File: config.mk
export PLATFORM = sky130hd
export DESIGN_NAME = ad9833_spi_rx
export DESIGN_NICKNAME = d
export VERILOG_FILES = /design/src/rtl/ad9833_pkg.sv /design/src/rtl/ad9833_reg_decode.sv /design/src/rtl/ad9833_spi_rx.sv
export SDC_FILE = /design/constraint.sdc
export NUM_CORES = 1
export LEC_CHECK = 0
export CORE_MARGIN = 2
export CORE_UTILIZATION = 35
export DETAILED_ROUTE_END_ITERATION = 10
export PLACE_DENSITY_LB_ADDON = 0.15
export SYNTH_ARGS = -nofsm -noshare
export SYNTH_HDL_FRONTEND = slang
export SYNTH_SLANG_ARGS = --single-unit
File: constraint.sdc
create_clock -name sys_clk_i -period 1.9 [get_ports sys_clk_i]
set_input_delay 0.38 -clock sys_clk_i [delete_from_list [all_inputs] [get_ports sys_clk_i]]
set_output_delay 0.38 -clock sys_clk_i [all_outputs]
set_load 0.05 [all_outputs]
File: src/rtl/ad9833_pkg.sv
// Shared constants for the AD9833 serial receive path: address codes, CTRL bit positions,
// receiver FSM states and frame width.
package ad9833_pkg;

  localparam int FRAME_W = 16;

  localparam logic [1:0] ADDR_CTRL  = 2'b00;
  localparam logic [1:0] ADDR_FREQ0 = 2'b01;
  localparam logic [1:0] ADDR_FREQ1 = 2'b10;
  localparam logic [1:0] ADDR_PHASE = 2'b11;

  localparam int CTRL_B28   = 13;
  localparam int CTRL_HLB   = 12;
  localparam int CTRL_FSEL  = 11;
  localparam int CTRL_PSEL  = 10;
  localparam int CTRL_RESET = 8;

  typedef enum logic [1:0] {
    S_IDLE  = 2'd0,
    S_SHIFT = 2'd1,
    S_DONE  = 2'd2
  } rx_state_t;

endpackage

File: src/rtl/ad9833_reg_decode.sv
// Decodes completed 16-bit frames into the AD9833 shadow register file, including the
// two-write B28 frequency sequence (LSB word staged, MSB word commits).
module ad9833_reg_decode
  import ad9833_pkg::*;
(
  input  logic                 i_clk,
  input  logic                 i_rst_n,
  input  logic [FRAME_W-1:0]   i_word,
  input  logic                 i_valid,
  output logic [13:0]          o_ctrl,
  output logic [27:0]          o_freq0,
  output logic [27:0]          o_freq1,
  output logic [11:0]          o_phase0,
  output logic [11:0]          o_phase1
);

  logic [13:0] r_ctrl;
  logic [27:0] r_freq0;
  logic [27:0] r_freq1;
  logic [11:0] r_phase0;
  logic [11:0] r_phase1;
  logic [13:0] r_stage;
  logic        r_pend;
  logic [1:0]  r_pend_addr;

  logic [1:0]  w_addr;
  logic [13:0] w_data;

  assign w_addr = i_word[15:14];
  assign w_data = i_word[13:0];

  always_ff @(posedge i_clk or negedge i_rst_n) begin
    if (!i_rst_n) begin
      r_ctrl      <= '0;
      r_freq0     <= '0;
      r_freq1     <= '0;
      r_phase0    <= '0;
      r_phase1    <= '0;
      r_stage     <= '0;
      r_pend      <= 1'b0;
      r_pend_addr <= '0;
    end else if (i_valid) begin
      case (w_addr)
        ADDR_CTRL: begin
          r_ctrl <= w_data;
          r_pend <= 1'b0;
        end
        ADDR_FREQ0, ADDR_FREQ1: begin
          if (r_ctrl[CTRL_B28]) begin
            // a write to the other register while pending restarts the pair
            if (r_pend && (r_pend_addr == w_addr)) begin
              if (w_addr == ADDR_FREQ0) r_freq0 <= {w_data, r_stage};
              else                      r_freq1 <= {w_data, r_stage};
              r_pend <= 1'b0;
            end else begin
              r_stage     <= w_data;
              r_pend      <= 1'b1;
              r_pend_addr <= w_addr;
            end
          end else if (r_ctrl[CTRL_HLB]) begin
            if (w_addr == ADDR_FREQ0) r_freq0[27:14] <= w_data;
            else                      r_freq1[27:14] <= w_data;
          end else begin
            if (w_addr == ADDR_FREQ0) r_freq0[13:0] <= w_data;
            else                      r_freq1[13:0] <= w_data;
          end
        end
        default: begin
          if (w_data[13]) r_phase1 <= w_data[11:0];
          else            r_phase0 <= w_data[11:0];
        end
      endcase
    end
  end

  assign o_ctrl   = r_ctrl;
  assign o_freq0  = r_freq0;
  assign o_freq1  = r_freq1;
  assign o_phase0 = r_phase0;
  assign o_phase1 = r_phase1;

endmodule

File: src/rtl/ad9833_spi_rx.sv
// AD9833 3-wire receiver: synchronises SCLK/FSYNC/SDATA, deserialises 16-bit frames and
// feeds the register decoder. Define AD9833_RX_TIMEOUT_EN to abort frames whose SCLK stalls.
module ad9833_spi_rx
  import ad9833_pkg::*;
#(
  parameter int TIMEOUT_CYCLES = 1024
) (
  input  logic         sys_clk_i,
  input  logic         rst_n_i,
  input  logic         SCLK,
  input  logic         FSYNC,
  input  logic         SDATA,
  output logic [15:0]  rx_word_o,
  output logic         rx_word_valid_o,
  output logic         frame_err_o,
  output logic         rx_busy_o,
  output logic [13:0]  ctrl_reg_o,
  output logic [27:0]  freq0_reg_o,
  output logic [27:0]  freq1_reg_o,
  output logic [11:0]  phase0_reg_o,
  output logic [11:0]  phase1_reg_o
);

  if (TIMEOUT_CYCLES < 2) begin : g_bad_timeout
    $error("TIMEOUT_CYCLES must be at least 2");
  end

  logic r_sclk_s1, r_sclk_s2, r_sclk_d;
  logic r_fsync_s1, r_fsync_s2, r_fsync_d;
  logic r_sdata_s1, r_sdata_s2;

  rx_state_t          r_state;
  logic [FRAME_W-1:0] r_shift;
  logic [3:0]         r_bit_cnt;
  logic [FRAME_W-1:0] r_rx_word;
  logic               r_valid;
  logic               r_err;
`ifdef AD9833_RX_TIMEOUT_EN
  localparam int TO_W = $clog2(TIMEOUT_CYCLES);
  logic [TO_W-1:0]    r_to_cnt;
`endif

  logic               w_sclk_fall, w_sclk_edge, w_fsync_fall, w_fsync_rise;
  logic               w_capture, w_last;
  logic [FRAME_W-1:0] w_shift_next;

  always_ff @(posedge sys_clk_i or negedge rst_n_i) begin
    if (!rst_n_i) begin
      r_sclk_s1  <= 1'b0; r_sclk_s2  <= 1'b0; r_sclk_d  <= 1'b0;
      r_fsync_s1 <= 1'b0; r_fsync_s2 <= 1'b0; r_fsync_d <= 1'b0;
      r_sdata_s1 <= 1'b0; r_sdata_s2 <= 1'b0;
    end else begin
      r_sclk_s1  <= SCLK;  r_sclk_s2  <= r_sclk_s1;  r_sclk_d  <= r_sclk_s2;
      r_fsync_s1 <= FSYNC; r_fsync_s2 <= r_fsync_s1; r_fsync_d <= r_fsync_s2;
      r_sdata_s1 <= SDATA; r_sdata_s2 <= r_sdata_s1;
    end
  end

  assign w_sclk_fall  = r_sclk_d & ~r_sclk_s2;
  assign w_sclk_edge  = r_sclk_d ^ r_sclk_s2;
  assign w_fsync_fall = r_fsync_d & ~r_fsync_s2;
  assign w_fsync_rise = ~r_fsync_d & r_fsync_s2;
  // in S_SHIFT synced FSYNC is low except in the cycle its rise is seen, which still completes bit 16
  assign w_capture    = (r_state == S_SHIFT) && w_sclk_fall;
  assign w_last       = w_capture && (r_bit_cnt == 4'd15);
  assign w_shift_next = {r_shift[FRAME_W-2:0], r_sdata_s2};

  always_ff @(posedge sys_clk_i or negedge rst_n_i) begin
    if (!rst_n_i) begin
      r_state   <= S_IDLE;
      r_shift   <= '0;
      r_bit_cnt <= '0;
      r_rx_word <= '0;
      r_valid   <= 1'b0;
      r_err     <= 1'b0;
`ifdef AD9833_RX_TIMEOUT_EN
      r_to_cnt  <= '0;
`endif
    end else begin
      r_valid <= 1'b0;
      r_err   <= 1'b0;
      case (r_state)
        S_IDLE: begin
          if (w_fsync_fall) begin
            r_state   <= S_SHIFT;
            r_shift   <= '0;
            r_bit_cnt <= '0;
`ifdef AD9833_RX_TIMEOUT_EN
            r_to_cnt  <= TO_W'(TIMEOUT_CYCLES - 1);
`endif
          end
        end
        S_SHIFT: begin
          if (w_last) begin
            r_shift   <= w_shift_next;
            r_rx_word <= w_shift_next;
            r_valid   <= 1'b1;
            r_state   <= w_fsync_rise ? S_IDLE : S_DONE;
          end else if (w_fsync_rise) begin
            r_err   <= 1'b1;
            r_state <= S_IDLE;
`ifdef AD9833_RX_TIMEOUT_EN
          end else if (r_to_cnt == '0) begin
            r_err   <= 1'b1;
            r_state <= S_IDLE;
`endif
          end else begin
            if (w_capture) begin
              r_shift   <= w_shift_next;
              r_bit_cnt <= r_bit_cnt + 4'd1;
            end
`ifdef AD9833_RX_TIMEOUT_EN
            if (w_sclk_edge) r_to_cnt <= TO_W'(TIMEOUT_CYCLES - 1);
            else             r_to_cnt <= r_to_cnt - 1'b1;
`endif
          end
        end
        S_DONE: begin
          if (w_fsync_rise) r_state <= S_IDLE;
        end
        default: r_state <= S_IDLE;
      endcase
    end
  end

`ifndef AD9833_RX_TIMEOUT_EN
  logic w_unused_edge;
  assign w_unused_edge = w_sclk_edge;
`endif

  ad9833_reg_decode u_decode (
    .i_clk    (sys_clk_i),
    .i_rst_n  (rst_n_i),
    .i_word   (w_shift_next),
    .i_valid  (w_last),
    .o_ctrl   (ctrl_reg_o),
    .o_freq0  (freq0_reg_o),
    .o_freq1  (freq1_reg_o),
    .o_phase0 (phase0_reg_o),
    .o_phase1 (phase1_reg_o)
  );

  assign rx_word_o       = r_rx_word;
  assign rx_word_valid_o = r_valid;
  assign frame_err_o     = r_err;
  assign rx_busy_o       = (r_state != S_IDLE);

endmodule

==> flow_summary.yaml, run 1 <==
global_route:
  grt_max_degree: 51
  grt_overflow: 0
  grt_pass1_wl_mm: 25.3
  grt_pass1_vias: 4474
  grt.total_usage_pct: 16.8
  antenna_found_initial: 0
synthesis:
  ys.flop_type: "dfrtp_1"
  synth_edf_count: 0
  synth_fp_nets: 483
  ys_top_cells_by_area: "dfrtp_1 (63%), mux2_2 (13%), nand2_1 (3.0%)"
  synth.largest_area_cell: "dfrtp_1"
  synth-seq-cells: 158
  synth-seq-area-share_pct: 62.9
  postSynthCellCount: 473
  synth.cell_area_sq_um: 6280
  syn_avg_cell_area_sq_um: 13.3
  synth_top_area_share_pct: 62.9
  yosys_warnings: 0
  synth.distinct_cells: 43
  async_flop_share_pct: 100
critical_path:
  r2r_start: "r_shift[14]"
  crit_path_start_kind: "flop"
  r2r_end: "u_decode.o_freq0[23]"
  crit_start: "r_shift[14]"
  critPathCapture: "u_decode.o_freq0[23]"
  critical_path_arrival_ns: 2.20
  worstSetupPathType: "reg -> reg"
  setup.worst_path.end_class: "flop"
  crit_fanout: 9
  ff2ff_setup_slack_ns: 0.001
  critPathRequiredTime_ns: 2.20
  worst_r2r_path_depth: 5
cells_and_area:
  syn_to_final_growth_pct: 34.3
  final_nets: 624
  drive_above_1_share_pct: 38.6
  fin_util_pct: 47.5
  layout_common_cells: "dfrtp_1 (157), buf_4 (94), mux2_2 (74), nand2_1 (50), dlygate4sd2_1 (46)"
  nFillCells: 1638
  final_common_cell: "dfrtp_1"
  diodes: 0
clocking:
  cts_max_path_buffers: 2
  clock-sinks: 158
  cts_tree: "yes"
  cts_root_buf: "clkbuf_16"
  clk_latency_ns: 0.43
  ctsHtreeMaxLevel: 4
  clk_pin_slew_ns: 0.06
  cts_buffers: 17
placed_design:
  pre_cts_slack_ns: -0.0159
  gp_congestion: 0.782
  io_buffer_count: 117
  hpwl_mm: 10.6
routing:
  drtIter0Drc: 204
  route.detailed.drc: 0
  routed_via_density: 4.92
  drt-pass1-iter-count: 4
  routed-via-count: 4215
  drt-total-wl_mm: 15.5
  ant_nets: 0
  wl_per_cell_um: 18.1
sta:
  rsz0062_at_grt: "yes"
  fin_skew_ns: 0.00763
  fmax_ghz: 0.527
  setup_ws_ns: 0.00134
  worst_pin_slew_ns: 0.591
  period_share_pct: 99.9
  holdWs_ns: 0.348
  setup_viol: 0
  drv_slew: 0
  min_period_ns: 1.90
  finalHoldViolCount: 0
  max-slew-margin-rel_pct: 60.6
pwr:
  power_uw: 7120
  p_leak_uw: 0.00445
  powerDensity_nw_per_um2: 843
  irDropWorstVdd_v: 0.000599
floorplan:
  die-area_sq_um: 19000
  initial_core_util_pct: 35.3
  die_w_um: 138
  ioPinCount: 118
  die_y_um: 138
  core_area_sq_um: 17800
  rows: 49
run_status:
  status: "complete, no violations"
flow_run:
  drv_cap: 0
hold_path:
  min_path_type: "reg -> reg"
worst max-delay path, cell delays in order (launching register included):
cell and delay [ns]:
dfrtp_1 0.40, xor2_1 0.19, or3_4 0.39, a211o_1 0.33, buf_12 0.17, mux2_4 0.30
cell families after synthesis:
kind of cell	share of synthesized area (%)
flip-flops	62.9
multiplexers	18.2
AO/OA/AOI/OAI	8.70
AND/OR/NAND/NOR	6.21
buffers and inverters	2.71
adder cells (fa/ha/maj)	0.995
XOR/XNOR	0.279
what timing repair did:
action / in CTS / in global routing
hold buffers: 1 / 0
resized for setup: 48 / 7
hold endpoints to repair: 45 / 0
pin swaps: 3 / 2
setup buffers: 3 / 1
endpoints found under the setup margin: 58 / 78
metal layers:
layer | vias to the layer above | track usage [%] | share of wire (%)
met5 | - | 0 | 0
met4 | 0 | 5.16 | 1.1
met3 | 11 | 5.02 | 5.5
met2 | 92 | 26.3 | 46
met1 | 2161 | 22.6 | 47
li1 | 1951 | - | -
where the power goes:
group	internal [uW]	switching (uW)
combinational	112	158
sequential	3400	54.2
clock	1950	1440
worst min-delay path by stage:
| stage | slack [ns] | cells past startpoint | endpoint | from |
|---|---|---|---|---|
| 6_report | 0.35 | 0 | r_sdata_s2 | r_sdata_s1 |
| 5_1_grt | 0.37 | 0 | r_sclk_s2 | r_sclk_s1 |
| 4_1_cts | 0.35 | 0 | r_sdata_s2 | r_sdata_s1 |
| 3_5_place_dp | 0.33 | 0 | r_sdata_s2 | r_sdata_s1 |
| 3_3_place_gp | 0.33 | 0 | r_sclk_s2 | r_sclk_s1 |
| 2_1_floorplan | 0.08 | 0 | frame_err_o | rst_n_i |
cell usage after synthesis, types with 4 or more instances:
master / instances
nand3_1: 4
ha_1: 5
clkbuf_1: 22
a21oi_1: 31
mux2_4: 10
mux2_2: 74
buf_2: 7
dfrtp_1: 158
o21ai_0: 32
nand2_1: 51
mux2i_1: 16
a22o_1: 17
through the flow:
step	cells	setup TNS, ns	instance area (sq um)
5_1_grt	856	-0.447	8440
3_5_place_dp	819	-0.0832	7830
3_3_place_gp	819	0	7830
2_1_floorplan	473	-0.196	6300
4_1_cts	855	-0.0931	8390
6_report	856	0	8440
area by class of cell:
class                      count  area [sq um]  share of cell area, %
tap                          229           287                   3.39
multi-input combinational    276          2210                   26.1
timing repair buffer         157          1390                   16.5
sequential                   158          3960                   46.9
clock buffer                  17           425                   5.04
inverter                       4          17.5                  0.207
clock inverter                15           159                   1.88
flip-flops by register name, indices dropped and copies added, names as in the netlist, 2 cells and up:
| signal | flops |
|---|---|
| u_decode.o_phase1 | 12 |
| u_decode.r_stage | 14 |
| u_decode.o_phase0 | 12 |
| u_decode.o_freq1 | 28 |
| r_state | 2 |
| r_shift | 15 |
| r_bit_cnt | 4 |
| u_decode.r_pend_addr | 2 |
| u_decode.o_freq0 | 28 |
| u_decode.o_ctrl | 14 |
| rx_word_o | 16 |
(Power assumes the default switching activity.)
==> run 2: changes to the inputs <==
--- a/config.mk
+++ b/config.mk
@@ -7,6 +7,7 @@
 export LEC_CHECK = 0
 export CORE_MARGIN = 2
 export CORE_UTILIZATION = 35
+export CTS_BUF_LIST = sky130_fd_sc_hd__clkbuf_4 sky130_fd_sc_hd__clkbuf_8 sky130_fd_sc_hd__clkbuf_16
 export DETAILED_ROUTE_END_ITERATION = 10
 export PLACE_DENSITY_LB_ADDON = 0.15
 export SYNTH_ARGS = -nofsm -noshare
==> results of run 2 <==
Same layout as run 1: the final DEF is identical, and so are final timing and power.
==> run 3: changes to the inputs <==
--- a/config.mk
+++ b/config.mk
@@ -10,6 +10,7 @@
 export CTS_BUF_LIST = sky130_fd_sc_hd__clkbuf_4 sky130_fd_sc_hd__clkbuf_8 sky130_fd_sc_hd__clkbuf_16
 export DETAILED_ROUTE_END_ITERATION = 10
 export PLACE_DENSITY_LB_ADDON = 0.15
+export SLEW_MARGIN = 40
 export SYNTH_ARGS = -nofsm -noshare
 export SYNTH_HDL_FRONTEND = slang
 export SYNTH_SLANG_ARGS = --single-unit
==> constraint.sdc (replaced) <==
create_clock -name sys_clk_i -period 1.55 [get_ports sys_clk_i]
set_input_delay 0.31 -clock sys_clk_i [delete_from_list [all_inputs] [get_ports sys_clk_i]]
set_output_delay 0.31 -clock sys_clk_i [all_outputs]
set_load 0.05 [all_outputs]
==> run 3 against run 2 <==
The flow now finishes with violations (setup timing). Sequential share of layout area decreased by 8.9 points. Clock power grew 11%. Largest power group unchanged. Cell area is 24% higher. Flip-flop and latch count stayed put. Critical path depth did not move.
==> flow_summary.yaml, run 3 (synthesis gave the netlist of run 1 again) <==
sta:
  min_period_ns: 1.86
  setup_ws_ns: -0.312
  drv_slew: 0
  fmax_ghz: 0.537
  worst_pin_slew_ns: 0.477
  finalHoldViolCount: 0
  setup_viol: 114
  period_share_pct: 120
  tns_ns: -15.07
  fin_skew_ns: 0.0100
  max-slew-margin-rel_pct: 67.3
  rsz0062_at_grt: "yes"
clocking:
  cts_max_path_buffers: 2
  clock-sinks: 158
  clk_latency_ns: 0.42
  cts_tree: "yes"
  cts_buffers: 17
  ctsHtreeMaxLevel: 4
  clk_pin_slew_ns: 0.06
  cts_root_buf: "clkbuf_16"
floorplan:
  rows: 49
  die-area_sq_um: 19000
  die_w_um: 138
  die_y_um: 138
  ioPinCount: 118
  core_area_sq_um: 17800
  initial_core_util_pct: 35.3
critical_path:
  slowest_stage: "or3_4"
  worstSetupPathType: "reg -> reg"
  crit_path_start_kind: "flop"
  critical_path_arrival_ns: 2.16
  max_stage_delay_ns: 0.40
  critPathTopFamily: "simple AND/OR/NAND/NOR gates"
  crit_chain: "xor2_1 > or3_4 > a211o_1 > buf_12 > mux2_4"
  crit_buf_inv: 1
  setup.worst_path.end_class: "flop"
  critPathRequiredTime_ns: 1.85
  crit_fanout: 14
pwr:
  power_uw: 8450
  irDropWorstVdd_v: 0.000789
  powerDensity_nw_per_um2: 810
  seq_power_share_pct: 50.0
  switchingPower_uw: 1930
  power.share.switching_pct: 22.8
  p_leak_uw: 0.00491
  p_comb_share_pct: 5.3
  clkPwrFrac_pct: 44.7
  internal-power_uw: 6530
cells_and_area:
  syn_to_final_growth_pct: 66.0
  instances_no_fill: 891
  layout_common_cells: "dfrtp_1 (156), buf_12 (120), mux2_2 (57), nand2_1 (48), buf_4 (44)"
  drive_above_1_share_pct: 55.7
  final_nets: 660
  final_common_cell: "dfrtp_1"
  diodes: 0
global_route:
  antenna_found_initial: 0
  grt_pass1_vias: 4848
  grt_pass1_wl_mm: 27.2
  grt_max_degree: 44
  grt_overflow: 0
  grt.total_usage_pct: 18.2
placed_design:
  gp_congestion: 0.831
  io_buffer_count: 117
  hpwl_mm: 11.1
  dp.cells: 835
  pre_cts_slack_ns: -0.380
routing:
  drt-pass1-iter-count: 4
  routed_via_density: 5.00
  ant_nets: 0
  drt-total-wl_mm: 17.1
  wl_per_cell_um: 19.2
  route.detailed.drc: 0
  routed-via-count: 4451
  drtIter0Drc: 282
flow_run:
  drv_cap: 0
run_status:
  violations: "setup timing"
  status: "finished with violations"
hold_path:
  min_path_type: "in -> reg"
-- run 3: changes by cell type in the layout (fill, tap and decap cells not counted), moves of 13 or more --
cell / before / now
o21ai_1: 1 / 14
dlygate4sd2_1: 46 / 0
a21oi_1: 31 / 14
mux2_4: 10 / 27
buf_4: 94 / 44
buf_12: 11 / 120
o21ai_0: 31 / 4
a21oi_2: 1 / 18
buf_6: 2 / 16
mux2_2: 74 / 57
o21ai_2: 0 / 14
-- run 3: worst paths after layout --
check / startpoint / to / slack, ns / cells past startpoint
worst max register to register: r_shift[14] / u_decode.o_freq0[21] / -0.31 / 5
worst max-delay path: r_shift[14] / u_decode.o_freq0[21] / -0.31 / 5
max in group asynchronous: rst_n_i / u_decode.o_freq0[2] / 0.62 / 3
worst min-delay path: SDATA / r_sdata_s1 / 0.33 / 1
min in group asynchronous: rst_n_i / r_sdata_s1 / 0.36 / 2
worst min register to register: r_sdata_s1 / r_sdata_s2 / 0.35 / 0
-- run 3: stage by stage --
stage	utilization, %	area [sq um]	hold WS, ns
2_1_floorplan	-	6410	0.0144
3_3_place_gp	52.0	9250	0.237
3_5_place_dp	52.0	9250	0.245
4_1_cts	57.1	10100	0.313
5_1_grt	58.7	10400	0.311
6_report	58.7	10400	0.330
-- run 3: layout make-up --
type,instances,area (sq um)
repair buffers,187,2990
fillers,1395,7350
repair inverters,1,11.3
clock inverters,10,65.1
well taps,229,287
inverters,4,27.5
clock buffers,21,468
multi-input cells,281,2630
flip-flops and latches,158,3960
-- run 3: layer usage --
metal  GRT usage (%)  wire length (um)  up-vias
li1                -                 -     2024
met1            22.8              7320     2295
met2            30.0              8530      117
met3            6.03              1020       15
met4            5.80               203        0
met5               0                 0        -
-- run 3: timing repair --
action | CTS | global route
hold endpoints to repair | 32 | 0
setup buffers | 5 | 9
pin swaps | 6 | 17
gates cloned | 8 | 3
gates resized for setup | 62 | 75
hold buffers | 1 | 0
setup endpoints to repair | 131 | 139
-- run 3: power groups by stage --
stage / Sequential, uW / Combinational (uW) / Clock, uW
2_1_floorplan: 4280 / 163 / 0
5_1_grt: 4230 / 496 / 4060
6_report: 4220 / 451 / 3780
4_1_cts: 4220 / 425 / 3880
3_3_place_gp: 4290 / 375 / 0
3_5_place_dp: 4300 / 397 / 0
